`config.mk`:
```
export PLATFORM = sky130hd
export DESIGN_NAME = mux_rr_arbiter
export DESIGN_NICKNAME = d
export VERILOG_FILES = /design/src/rtl/mux_rr_arbiter.sv
export SDC_FILE = /design/constraint.sdc
export NUM_CORES = 1
export LEC_CHECK = 0
export CAP_MARGIN = 20
export CELL_PAD_IN_SITES_DETAIL_PLACEMENT = 0
export CELL_PAD_IN_SITES_GLOBAL_PLACEMENT = 2
export CORE_ASPECT_RATIO = 0.75
export CORE_UTILIZATION = 30
export CTS_BUF_LIST = sky130_fd_sc_hd__clkbuf_4
export DETAILED_ROUTE_END_ITERATION = 8
export PLACE_DENSITY_LB_ADDON = 0.3
export REMOVE_ABC_BUFFERS = 1
export SYNTH_ARGS = -nofsm -noshare
export SYNTH_HDL_FRONTEND = slang
export SYNTH_SLANG_ARGS = --single-unit
```
`constraint.sdc`:
```
create_clock -name clk -period 5.4 [get_ports clk]
set_clock_uncertainty 0.15 [all_clocks]
set_input_delay 0.81 -clock clk [delete_from_list [all_inputs] [get_ports clk]]
set_output_delay 0.81 -clock clk [all_outputs]
set_load 0.02 [all_outputs]
```
`src/rtl/mux_rr_arbiter.sv`:
```
// mux_rr_arbiter
// Round-robin arbiter that owns the select lines of a shared 4-to-1 mux. Four
// requesters compete for the mux; at most one is routed to the mux output at a
// time. A hold limit bounds how long an owner keeps the mux while another
// requester is waiting.
//
// Parameters:
//   MAX_HOLD  max consecutive grant cycles for one owner under contention (1..255)
//
// Ports:
//   clk   in   rising-edge clock
//   rst   in   synchronous reset, active-high
//   req   in   [3:0] request levels, req[0..3] -> mux inputs a..d
//   gnt   out  [3:0] one-hot grant, registered, zero when idle
//   s0    out  mux select MSB of owner index, registered
//   s1    out  mux select LSB of owner index, registered
//   busy  out  registered, high whenever gnt is non-zero
module mux_rr_arbiter #(
  parameter int unsigned MAX_HOLD = 8
) (
  input  logic       clk,
  input  logic       rst,
  input  logic [3:0] req,
  output logic [3:0] gnt,
  output logic       s0,
  output logic       s1,
  output logic       busy
);

  typedef enum logic [0:0] {
    StIdle,
    StGrant
  } state_e;

  // Counter value at which a contended owner must hand the mux over.
  localparam logic [7:0] HoldLast = 8'(MAX_HOLD - 1);

  state_e     state_q;
  logic [1:0] last_q;
  logic [7:0] cnt_q;
  logic [3:0] gnt_q;
  logic       s0_q;
  logic       s1_q;
  logic       busy_q;

  // First set bit of vec at or after start, wrapping modulo 4. Callers only
  // use the result when vec is non-zero.
  function automatic logic [1:0] rr_pick(input logic [3:0] vec, input logic [1:0] start);
    logic [1:0] idx;
    logic [1:0] pick;
    logic       found;
    pick  = start;
    found = 1'b0;
    for (int k = 0; k < 4; k++) begin
      idx = start + 2'(k);
      if (!found && vec[idx]) begin
        pick  = idx;
        found = 1'b1;
      end
    end
    return pick;
  endfunction

  logic [1:0] owner;
  logic       own_req;
  logic [3:0] others;
  logic [1:0] pick_idle;
  logic [1:0] pick_hand;
  logic       contended;
  logic       hold_done;

  always_comb begin
    owner     = {s0_q, s1_q};
    own_req   = req[owner];
    others    = req & ~(4'b0001 << owner);
    contended = |others;
    hold_done = (cnt_q == HoldLast);
    // Idle search starts just past the previous owner.
    pick_idle = rr_pick(req, last_q + 2'd1);
    // Handoff search excludes the current owner and starts just past it.
    pick_hand = rr_pick(others, owner + 2'd1);
  end

  always_ff @(posedge clk) begin
    if (rst) begin
      state_q <= StIdle;
      last_q  <= 2'd3;
      cnt_q   <= 8'd0;
      gnt_q   <= 4'b0000;
      s0_q    <= 1'b0;
      s1_q    <= 1'b0;
      busy_q  <= 1'b0;
    end else begin
      unique case (state_q)
        StIdle: begin
          if (|req) begin
            state_q      <= StGrant;
            last_q       <= pick_idle;
            cnt_q        <= 8'd0;
            gnt_q        <= 4'b0001 << pick_idle;
            {s0_q, s1_q} <= pick_idle;
            busy_q       <= 1'b1;
          end
          // No request: outputs stay zero, selects keep their last value.
        end

        StGrant: begin
          if ((!own_req && contended) || (own_req && hold_done && contended)) begin
            // Same-edge handoff: no idle bubble between owners.
            last_q       <= pick_hand;
            cnt_q        <= 8'd0;
            gnt_q        <= 4'b0001 << pick_hand;
            {s0_q, s1_q} <= pick_hand;
          end else if (!own_req) begin
            state_q <= StIdle;
            gnt_q   <= 4'b0000;
            busy_q  <= 1'b0;
          end else if (!hold_done) begin
            // Saturates at HoldLast so a later contender preempts promptly.
            cnt_q <= cnt_q + 8'd1;
          end
        end

        default: begin
          state_q <= StIdle;
          gnt_q   <= 4'b0000;
          busy_q  <= 1'b0;
        end
      endcase
    end
  end

  assign gnt  = gnt_q;
  assign s0   = s0_q;
  assign s1   = s1_q;
  assign busy = busy_q;

  // Structural invariants of the registered outputs.
  a_gnt_onehot0 : assert property (@(posedge clk) disable iff (rst) $onehot0(gnt_q));
  a_busy_match  : assert property (@(posedge clk) disable iff (rst) busy_q == (|gnt_q));
  a_sel_match   : assert property (@(posedge clk) disable iff (rst)
                                   busy_q |-> gnt_q == (4'b0001 << {s0_q, s1_q}));

endmodule
```
Yosys cells after proc, flatten, opt, wreduce, memory -nomap -nowiden --
Cells that the tools add are included.
Word-level totals: word-level logic and storage cells 118, input bits 6, bits in registers 18
Operators by class: multiplexer cells 56, bitwise operators 3, magnitude comparators 9, shift operators 3, reduce and logical (&&, ||, !) cells 23, add/sub/neg operators 9, eq/ne operators 8
Operators with widths (number):
- 8-bit 2-to-1 mux | 4
- 2-bit by 3-bit less-than comparator with 1-bit output (second input constant) | 9
- 1-bit 2-to-1 mux | 25
- 1-bit binary-select mux with 2-bit select | 9
- 2-bit 2-to-1 mux | 8
- 8-bit one-hot mux with 2 select lines | 1
- 4-bit 2-to-1 mux | 3
- 1-bit by 2-bit left shift with 4-bit output (first input constant) | 3
- 1-bit logical AND | 9
- 2-bit by 1-bit adder with 2-bit output (second input constant) | 4
- 2-bit adder (second input constant) | 4
- 8-bit by 1-bit adder with 8-bit output (second input constant) | 1
- 8-bit by 3-bit == test with 1-bit output (second input constant) | 1
- 1-bit one-hot mux with 2 select lines | 4
- 4-bit one-hot mux with 2 select lines | 1
- 4-bit OR reduction | 2
- 1-bit zero test | 7
- 2-bit != test (second input constant) | 3
- 3-bit by 2-bit != test with 1-bit output (second input constant) | 2
- 3-bit AND reduction | 2
- 4-bit AND | 1
- 4-bit NOT | 1
- 2-bit one-hot mux with 2 select lines | 1
- 2-bit AND reduction | 2
- other kinds (4) | 4

Logic depth before layout (Yosys ltp) --
Gate-level depths: netlist of the first run.
depth in word-level cells 18, gate-level depth with buffers 8

Worst setup path after synthesis of the first run --
Ideal clock, no wire load.
kind input port to flip-flop, start input req[3], end register gnt_q[3], in the netlist gnt[3], stages 5, buffers on the path 0, path slack 3.044 ns, arrival time 2.118 ns, cell sequence mux4_2 o21ai_2 and3_4 or3b_1 a311oi_2
Between the ends: longest elaborated chain between the ends 16, elaborated cells on any way between the ends 58
Ends and longest elaborated chain:
- start: declaration | RTL line 23 | input logic [3:0] req,
- 4-bit AND | RTL line 75 | others = req & ~(4'b0001 << owner);
- 1-bit binary-select mux with 2-bit select | RTL line 56 | if (!found && vec[idx]) begin
- 1-bit 2-to-1 mux (not written as such) | RTL line 56
- 1-bit 2-to-1 mux | RTL line 56
- 1-bit zero test | RTL line 56
- 1-bit logical AND | RTL line 56
- 1-bit 2-to-1 mux | RTL line 56
- 1-bit zero test | RTL line 56
- 1-bit logical AND | RTL line 56
- 1-bit 2-to-1 mux | RTL line 56
- 1-bit zero test | RTL line 56
- 1-bit logical AND | RTL line 56
- 2-bit 2-to-1 mux | RTL line 56
- 1-bit by 2-bit left shift with 4-bit output | RTL line 112 | gnt_q <= 4'b0001 << pick_hand;
- 4-bit 2-to-1 mux | RTL line 108 | if ((!own_req && contended) || (own_req && hold_done && contended)) begin
- 4-bit one-hot mux with 2 select lines | RTL line 94 | unique case (state_q)
- end signal: assignment | RTL line 100 | gnt_q <= 4'b0001 << pick_idle;
- end signal: assignment | RTL line 112
- end: declaration | RTL line 41 | logic [3:0] gnt_q;
Several ways; a longest one is shown, not always the timed one. The select of a mux whose other input is x is not followed. A chain may end at the register's enable or synchronous reset.

Final worst setup path of the first run --
start input req[3], end register cnt_q[2]
Between the ends: longest elaborated chain between the ends 7, elaborated cells on any way between the ends 16
Ends and longest elaborated chain:
- 1-bit binary-select mux with 2-bit select | RTL line 74 | own_req = req[owner];
- 1-bit 2-to-1 mux (not written as such) | RTL line 74
- 1-bit zero test or 1-bit logical AND (tied branches)
- 1-bit logical AND | RTL line 108
- 1-bit logical OR | RTL line 108
- 3-bit by 2-bit != test with 1-bit output (no line) (tied with other cells)
- 3-bit AND reduction (no line) or 8-bit one-hot mux with 2 select lines (tied branches)
- end signal: assignment | RTL line 120 | cnt_q <= cnt_q + 8'd1;
- end: declaration | RTL line 40 | logic [7:0] cnt_q;
Several ways; a longest one is shown, not always the timed one. The select of a mux whose other input is x is not followed.

==> impl_results.md, run 1 <==
- Status: finished, final reports clean
- Setup CP Type: in -> reg
- Power per cell area: 416.8 mW/mm²
- Routed wire per std cell: 12.85 µm
- Final layout net count: 173
- P_leak: 0.0005156 µW
- Sequential cell area: 360.3 µm²
- Critical Path RT: 5440 ps
- Later-pin clock latency in the skew report: 290 ps
- Top-count cell post-synth: dfxtp_1
- Final wirelength: 2725 µm
- Worst setup margin: 2519 ps
- Initial Utilization: 31.54%
- Routability Congestion: 0.8595
- Max_slew headroom: 47.02%
- Tmin final: 2881 ps
- Sum Neg Setup Slack: 0 ps
- Clock root buffer: clkbuf_4
- Leading area contributor after synthesis: dfxtp_1
- Core box area: 0.003685 mm²
- Largest net degree at the start of global routing: 21
- Setup crit end kind: register
- Reg2Reg Setup Slack: 3000 ps
- Peak VDD IR: 0.1346 mV
- Unrepaired setup endpoints after global routing: false
- # resized after CTS: 0
- Ys Warns: 0
- Vias in the first global route: 1006
- Distinct cells, synth: 41
- H-Tree Level Count: 1
- Filler cell count in the final layout: 395
- Syn Std Cell Area: 0.001162 mm²
- Post-synth ARST share: 0%
- Final hold viol count: 0
- CP max FO: 7
- Fin Hold WS: 333.0 ps
- Largest stage delay, worst path: 580 ps
- Width of the die: 73.88 µm
- Via count: 1077
- Syn_area_per_cell: 7.854 µm²
- Setup repair bufs after CTS: 0
- Final setup vio count: 0
- Fin util: 36.88%
- Clk sink count: 18
- Row count: 19
- Maximum clock path buffer count: 2
- Total of max-cap violations: 0
- Synth Register Bits: 18
- Max Fclk: 0.3471 GHz
- Synth area leaders: dfxtp_1, a21oi_1, ha_1
- Most instantiated cells after synthesis: dfxtp_1, nor2_1, a21oi_1, nand2_1, inv_1
- Antenna violations before repair: 0
- Worst EP arrival: 2920 ps
- Pre-CTS setup slack: 2261 ps
- Drt initial violations: 48
- Remaining routing DRC violations: 0
- Grt total ovfl: 0
- Critical path's top delay family: compound AO/OA/AOI/OAI gates
- Syn Inst Count: 148
- Crit-path cells: clkdlybuf4s50_1 -> nor2b_1 -> nor4_1 -> a31oi_1 -> nor2_1 -> a221o_1
- Gr usage total: 14.76%
- Final Power: 566.4 µW
- Num CTS Buffers: 3
- Die H: 55.91 µm
- Slew @ Worst Pin: 792.2 ps
- 1st-pass router iterations: 4
- First-pass GRT wire length: 4692 µm
- Register clock-pin slew on the reported worst setup and hold paths: 100 ps
- CTS Hold Buffers Added: 0
- CP Buf/Inv Count: 1
- Startpoint Class: primary input
- Area Overhead vs Synth: 16.90%
- Fin crit share: 53.35%
- Hold WC Path Type: reg -> reg
- Share of the synthesized area in the top cell type: 31.00%
- Post-synth EDFFs: 0
- Post-route antenna net violation count: 0
- CP max stage cell: clkdlybuf4s50_1
- DIE AREA: 0.004130 mm²
- Post-detail-place hpwl: 2113 µm
- CTS tree: built
- Top FF cell, synth: dfxtp_1
- Antenna Cells: 0
- Max Slew Vio Count: 0
- Vias per cell: 5.080
- Sequential area share after synthesis: 31.00%
- Multi-input logic area: 764.5 µm²
- IO Count: 13
- Number of I/O port buffers: 12
- Layout cell share with drive strength beyond 1: 6.250%
==> placed cells by master (no fill, tap or decap), drive strengths merged, types with 3 or more instances in the layout <==
master         count
nor2b              5
a31oi              3
nand2b             6
nand2             15
nor3               3
a21oi             14
clkdlybuf4s50     12
nor2              16
nand3              5
ha                 5
xor2               4
nor4               3
dfxtp             18
a311oi             5
o21ai              6
nand4              3
inv                7
clkbuf             3
==> path summary, 6_finish.rpt <==
kind                          start                     to  cells after the start
hold reg to reg   busy$_SDFFE_PP0P_      busy$_SDFFE_PP0P_                      2
setup / recovery             req[3]  cnt_q[2]$_SDFFE_PP0P_                      6
setup reg to reg    s1$_SDFFE_PP0P_  cnt_q[2]$_SDFFE_PP0P_                      7
hold / removal    busy$_SDFFE_PP0P_      busy$_SDFFE_PP0P_                      2
==> final cells by class <==
class / count / area share, %
clock buffers: 3 / 1.657
inverters: 7 / 1.934
multi-input cells: 120 / 56.26
flip-flops and latches: 18 / 26.52
well taps: 52 / 4.788
repair buffers: 12 / 8.840
==> power by group <==
| group | switching, µW | internal (µW) | total [µW] |
|---|---|---|---|
| clock | 39.3 | 25.9 | 65.2 |
| sequential | 36.0 | 162 | 197 |
| combinational | 174 | 130 | 304 |
| total | 249 | 317 | 566 |
==> tightest hold or removal path, delay by kind of cell (launching register included) <==
family,cells,cell delay [ps]
AO/OA/AOI/OAI,2,120
flip-flops,1,330
==> per-stage QoR <==
step                      cells  instance area, µm²
final                       212                1359
after global routing        212                1359
after CTS                   212                1359
after detailed placement    209                1336
after global placement      209                1336
after floorplan             145                1151
==> sequential cells by signal (all words and copies together), names as in the netlist <==
signal   count
last_q       2
cnt_q        8
busy         1
state_q      1
s0           1
gnt          4
s1           1
==> logic make-up (layout without fill, tap and decap cells) <==
logic type                 after synthesis  count (layout)  synth area share (%)
xor gates and xnor gates                 4               4                 3.014
and+or+nand+nor                         69              69                 31.43
muxes                                    1               1                 1.937
DFF                                     18              18                 31.00
adders and majority gates                5               5                 5.382
buffers and inverters                   10              22                 3.230
AOI/OAI and AO/OA                       41              41                 24.00
==> routing by layer <==
metal,track usage (%),wire length [µm],part of all wire (%),up-vias
met5,0,0,0,-
met4,1.648,0,0,0
met3,3.804,85,3.1,0
met2,20.71,1088,40,16
met1,23.01,1551,57,489
li1,-,-,-,572
Power figures use the tool's default switching activity.
==> run 2, diff against run 1 <==
- clock period: 5.4 -> 2.4 ns (I/O delays scaled with it)
==> run 2 against run 1 <==
Effect of this change: combinational power increased to 2.8 times the previous value; sequential cell count unchanged; register-to-register slack got worse by 2800 ps; highest routed layer unchanged.
==> impl_results.md, run 2 (synthesized netlist as in run 1, its figures left out) <==
- P_sw: 598.7 µW (+140%)
- Routability Congestion: 0.8311 (-3.3%)
- Comb pwr share: 59.4% (+5.8 points)
- Reg with most FFs: cnt_q
- Area Overhead vs Synth: 31.97%
- Maximum clock path buffer count: 2 (unchanged)
- Register clock-pin slew on the reported worst setup and hold paths: 100 ps (about the same)
- Unrepaired setup endpoints after global routing: false
- Antenna violations before repair: 0 (unchanged)
- Final wirelength: 2918 µm (+7.1%)
- Number of I/O port buffers: 12 (unchanged)
- CTS Hold Buffers Added: 0 (unchanged)
- Antenna Cells: 0 (unchanged)
- Part of the power in registers: 29.7% (-5.2 points)
- Gr usage total: 15.98% (+1.2 points)
- Max reg flops: 8 (unchanged)
- Clk sink count: 18 (unchanged)
- Max Fclk: 0.4550 GHz
- Vias per cell: 5.051 (-0.57%)
- Final setup vio count: 0 (unchanged)
- Initial Utilization: 31.54% (unchanged)
- Tmin final: 2198 ps
- Reg2reg start: s1$_SDFFE_PP0P_
- Fin area: 0.001534 mm² (+13%)
- Drt initial violations: 77 (+60%)
- FF-to-FF path depth: 9 (+2)
- Final hold viol count: 0 (unchanged)
- Dpl cells: 231 (+11%)
- Core box area: 0.003685 mm² (unchanged)
- Terminus of the critical flop-to-flop path: gnt[3]$_SDFFE_PP0P_
- Most frequent cells in the layout: buf_4, dfxtp_1, nor2_1
- # resized after CTS: 0 (unchanged)
- Later-pin clock latency in the skew report: 290 ps (about the same)
- Placed instance area: 0.001501 mm² (+12%)
- Reg2Reg Setup Slack: 210 ps (-2790 ps)
- Row count: 19 (unchanged)
- Post-detail-place hpwl: 2348 µm (+11%)
- Width of the die: 73.88 µm (unchanged)
- Final layout net count: 195 (+13%)
- CP max stage cell: or4_1
- Setup CP Type: in -> reg
- IO Count: 13 (unchanged)
- Power per cell area: 932.2 mW/mm² (+120%)
- Fin util: 41.63% (+4.8 points)
- Status: finished, final reports clean
- Grt total ovfl: 0 (unchanged)
- Setup crit start: req[0]
- DIE AREA: 0.004130 mm² (unchanged)
- Die H: 55.91 µm (unchanged)
- Hold WC Path Type: reg -> reg
- Internal power: 831.4 µW (+160%)
- Filler cell count in the final layout: 372 (-5.8%)
- Remaining routing DRC violations: 0 (unchanged)
- First-pass GRT wire length: 5078 µm (+8.2%)
- Peak VDD IR: 0.4014 mV (+200%)
- Critical Path RT: 2460 ps (-2980 ps)
- Clock root buffer: clkbuf_4
- Setup repair bufs after CTS: 0 (unchanged)
- Num CTS Buffers: 3 (unchanged)
- Clock power frac: 10.8% (-0.7 points)
- Vias in the first global route: 1103 (+9.6%)
- Crit-path cells: clkdlybuf4s50_1 -> or4_1 -> nor2_1 -> buf_4 -> nor2_1 -> buf_4 -> a311oi_2
- Worst EP arrival: 2260 ps (-660 ps)
- Max_slew headroom: 70.81% (+24 points)
- Routed wire per std cell: 12.42 µm (-3.4%)
- Timing endpoint of the critical path: gnt[3]$_SDFFE_PP0P_
- Slew @ Worst Pin: 436.5 ps (-355.7 ps)
- 1st-pass router iterations: 4 (unchanged)
- Total of max-cap violations: 0 (unchanged)
- CTS tree: built
- Setup crit end kind: register
- Most common cell after layout, fill and taps aside: buf_4
- Startpoint Class: primary input
- H-Tree Level Count: 1 (unchanged)
- Switching power share of the total: 41.87% (-2.2 points)
- Max Slew Vio Count: 0 (unchanged)
- Via count: 1187 (+10%)
- Largest net degree at the start of global routing: 12 (-43%)
- Layout cell share with drive strength beyond 1: 18.03% (+12 points)
- Final Power: 1430 µW (+150%)
- CP max FO: 8 (+1)
- P_leak: 0.0006264 µW (+21%)
- Post-route antenna net violation count: 0 (unchanged)
- Filler-free cell count of the finished design: 235 (+11%)
- Fin crit share: 91.58%
- Largest stage delay, worst path: 600 ps (+20 ps)
run 2: per-stage QoR:
step                setup TNS, ps  hold WS (ps)  setup slack (ps)
finish                          0         349.4             202.2
global route                    0         370.2             32.35
floorplan                       0         277.9             205.6
global placement           -266.0         321.0            -68.88
CTS                             0         348.8             152.5
detailed placement         -647.1         329.7            -134.5
run 2: worst max-delay path, delay by kind of cell:
family,cells,cell delay [ps]
AND/OR/NAND/NOR,3,870
AO/OA/AOI/OAI,1,220
buffers and inverters,3,810
run 2: layout make-up:
class / count / area, µm² / area share, %
clock buffers: 3 / 22.52 / 1.468
clock inverters: 1 / 3.754 / 0.2447
inverters: 7 / 26.28 / 1.713
multi-input cells: 120 / 770.7 / 50.24
flip-flops and latches: 18 / 360.3 / 23.49
well taps: 52 / 65.06 / 4.241
repair buffers: 34 / 285.3 / 18.60
run 2: layer usage:
metal  GRT usage (%)  up-vias  part of all wire [%]
li1                -      618                     -
met1           23.85      537                    52
met2           23.59       32                    44
met3           3.804        0                   4.1
met4           2.473        0                     0
met5               0        -                     0
run 2: worst min-delay path by stage:
stage                         from                   to  slack [ps]  depth (start not counted)
2_1_floorplan                  rst  gnt[3]$_SDFFE_PP0P_         280                          1
3_3_place_gp     busy$_SDFFE_PP0P_    busy$_SDFFE_PP0P_         320                          2
3_5_place_dp     busy$_SDFFE_PP0P_    busy$_SDFFE_PP0P_         330                          2
4_1_cts          busy$_SDFFE_PP0P_    busy$_SDFFE_PP0P_         350                          2
5_1_grt        gnt[1]$_SDFFE_PP0P_  gnt[1]$_SDFFE_PP0P_         370                          2
6_report       gnt[1]$_SDFFE_PP0P_  gnt[1]$_SDFFE_PP0P_         350                          2
run 2: power by group through the flow:
stage	Combinational (µW)	Clock, µW	Sequential [µW]
final	850	155	425
after global routing	943	176	439
after CTS	843	164	427
after detailed placement	841	0	436
after global placement	830	0	429
after floorplan	428	0	484
==> run 3, diff against run 2 <==
- CORE_UTILIZATION: 30 -> 29
- SLEW_MARGIN: default -> 10
==> run 3 against run 2 <==
Effect of this change: total power down 1.9%; via count unchanged; sequential power down 0.9%; utilization down 1.3 points; wire length up 6.2%; register-to-register slack about the same; critical endpoint unchanged.
==> impl_results.md, run 3 (synthesized netlist as in run 1, its figures left out) <==
- Status: finished, final reports clean
- First-pass GRT wire length: 5223 µm (+2.9%)
- Max Slew Vio Count: 0 (unchanged)
- Peak VDD IR: 0.3247 mV (-19%)
- Setup crit end kind: register
- Remaining routing DRC violations: 0 (unchanged)
- Final setup vio count: 0 (unchanged)
- Total of max-cap violations: 0 (unchanged)
- Num CTS Buffers: 3 (unchanged)
- Vias per cell: 5.116 (+1.3%)
- Clk sink count: 18 (unchanged)
- Final hold viol count: 0 (unchanged)
- Antenna violations before repair: 0 (unchanged)
- Hold WC Path Type: reg -> reg
- Worst EP arrival: 2320 ps (+60 ps)
- Antenna Cells: 0 (unchanged)
- Width of the die: 75.11 µm (+1.7%)
- Startpoint Class: primary input
- Grt total ovfl: 0 (unchanged)
- Number of I/O port buffers: 12 (unchanged)
- Fin util: 40.31% (-1.3 points)
- Largest net degree at the start of global routing: 12 (unchanged)
- Drt initial violations: 57 (-26%)
- Crit-path cells: clkdlybuf4s50_1 -> mux4_2 -> o21ai_2 -> and3_4 -> or3b_1 -> a311oi_2
- IO Count: 13 (unchanged)
- Routability Congestion: 0.7954 (-4.3%)
- Gr usage total: 16.10% (+0.12 points)
- Sum Neg Setup Slack: 0 ps (unchanged)
- P_leak: 0.0006125 µW (-2.2%)
- Later-pin clock latency in the skew report: 290 ps (about the same)
- Slew @ Worst Pin: 407.1 ps (-29.44 ps)
- Post-detail-place hpwl: 2447 µm (+4.2%)
- Setup crit start: req[0]
- Critical Path RT: 2460 ps (about the same)
- Fin crit share: 93.84% (+2.3 points)
- Fin area: 0.001514 mm² (-1.3%)
- Max Fclk: 0.4440 GHz (-2.4%)
- 1st-pass router iterations: 4 (unchanged)
- H-Tree Level Count: 1 (unchanged)
- Routed wire per std cell: 13.36 µm (+7.6%)
- Core box area: 0.003756 mm² (+1.9%)
- Initial Utilization: 30.95% (-0.60 points)
- Most common cell after layout, fill and taps aside: buf_4
- Reg2reg start: s0$_SDFFE_PP0P_
- DIE AREA: 0.004268 mm² (+3.3%)
- Clock root buffer: clkbuf_4
- Row count: 19 (unchanged)
- Maximum clock path buffer count: 2 (unchanged)
- CP max stage cell: mux4_2
- Unrepaired setup endpoints after global routing: false
- CTS tree: built
- Final wirelength: 3100 µm (+6.2%)
- CP max FO: 8 (unchanged)
- Max reg flops: 8 (unchanged)
- Hold Startpoint: busy$_SDFFE_PP0P_
- Tmin final: 2252 ps (+54.45 ps)
- Layout cell share with drive strength beyond 1: 17.22% (-0.81 points)
- Via count: 1187 (unchanged)
- Power per cell area: 926.9 mW/mm² (-0.58%)
- Area Overhead vs Synth: 30.25%
- Largest stage delay, worst path: 550 ps (-50 ps)
- Die H: 56.83 µm (+1.7%)
- Register clock-pin slew on the reported worst setup and hold paths: 100 ps (about the same)
- Setup CP Type: in -> reg
- Reg with most FFs: cnt_q
- Vias in the first global route: 1119 (+1.5%)
- Max_slew headroom: 72.70% (+1.9 points)
- Final layout net count: 192 (-1.5%)
- Placed instance area: 0.001479 mm² (-1.5%)
- Post-route antenna net violation count: 0 (unchanged)
- Most frequent cells in the layout: buf_4, dfxtp_1, nor2_1
-- run 3: cell types whose count changed in the layout (fill, tap and decap cells not counted) --
cell | before | now
buf_4 | 22 | 19
nor2_1 | 16 | 15
nor2_2 | 0 | 1
-- run 3: through the flow --
step | setup WS, ps | hold WS, ps | std cells | power (µW)
after floorplan | 205.6 | 277.9 | 145 | 911.9
after global placement | -145.4 | 318.4 | 228 | 1231
after detailed placement | -252.5 | 335.0 | 228 | 1250
after CTS | 53.18 | 349.5 | 232 | 1404
after global routing | 21.88 | 366.5 | 232 | 1527
final | 147.7 | 343.7 | 232 | 1403
-- run 3: layout make-up --
cell class / instances / area (µm²)
flip-flops and latches: 18 / 360.3
repair buffers: 31 / 262.8
fillers: 401 / 2242
inverters: 7 / 26.28
clock inverters: 1 / 3.754
multi-input cells: 120 / 773.2
well taps: 52 / 65.06
clock buffers: 3 / 22.52
-- run 3: layer usage --
layer	vias to the layer above	track usage, %	routed length, µm
li1	608	-	-
met1	558	23.53	1710
met2	17	23.68	1283
met3	4	4.309	85
met4	0	2.695	21
met5	-	0	0
-- run 3: path summary, 6_finish.rpt --
check	cells past startpoint	slack (ps)	end
worst max-delay path	6	150	gnt[3]$_SDFFE_PP0P_
worst min register to register	2	340	busy$_SDFFE_PP0P_
worst min-delay path	2	340	busy$_SDFFE_PP0P_
worst max register to register	9	210	gnt[3]$_SDFFE_PP0P_
-- run 3: repair_timing --
item / 4_1_cts / 5_1_grt
setup buffers: 0 / 0
hold buffers: 0 / 0
setup endpoints to repair: 0 / 7
resized for setup: 0 / 2
-- run 3: report_power, final --
part           internal, µW  switching (µW)  leakage (µW)  total, µW
clock network          60.4            89.4     0.0000154        150
logic                   385             448      0.000449        832
registers               363            57.7      0.000148        421
total                   808             595      0.000612       1400
-- run 3: worst max-delay path, delay by kind of cell --
family / cells / cell delay, ps
AOI/OAI and AO/OA: 2 / 300
buffers and inverters: 1 / 540
muxes: 1 / 550
and+or+nand+nor: 2 / 560
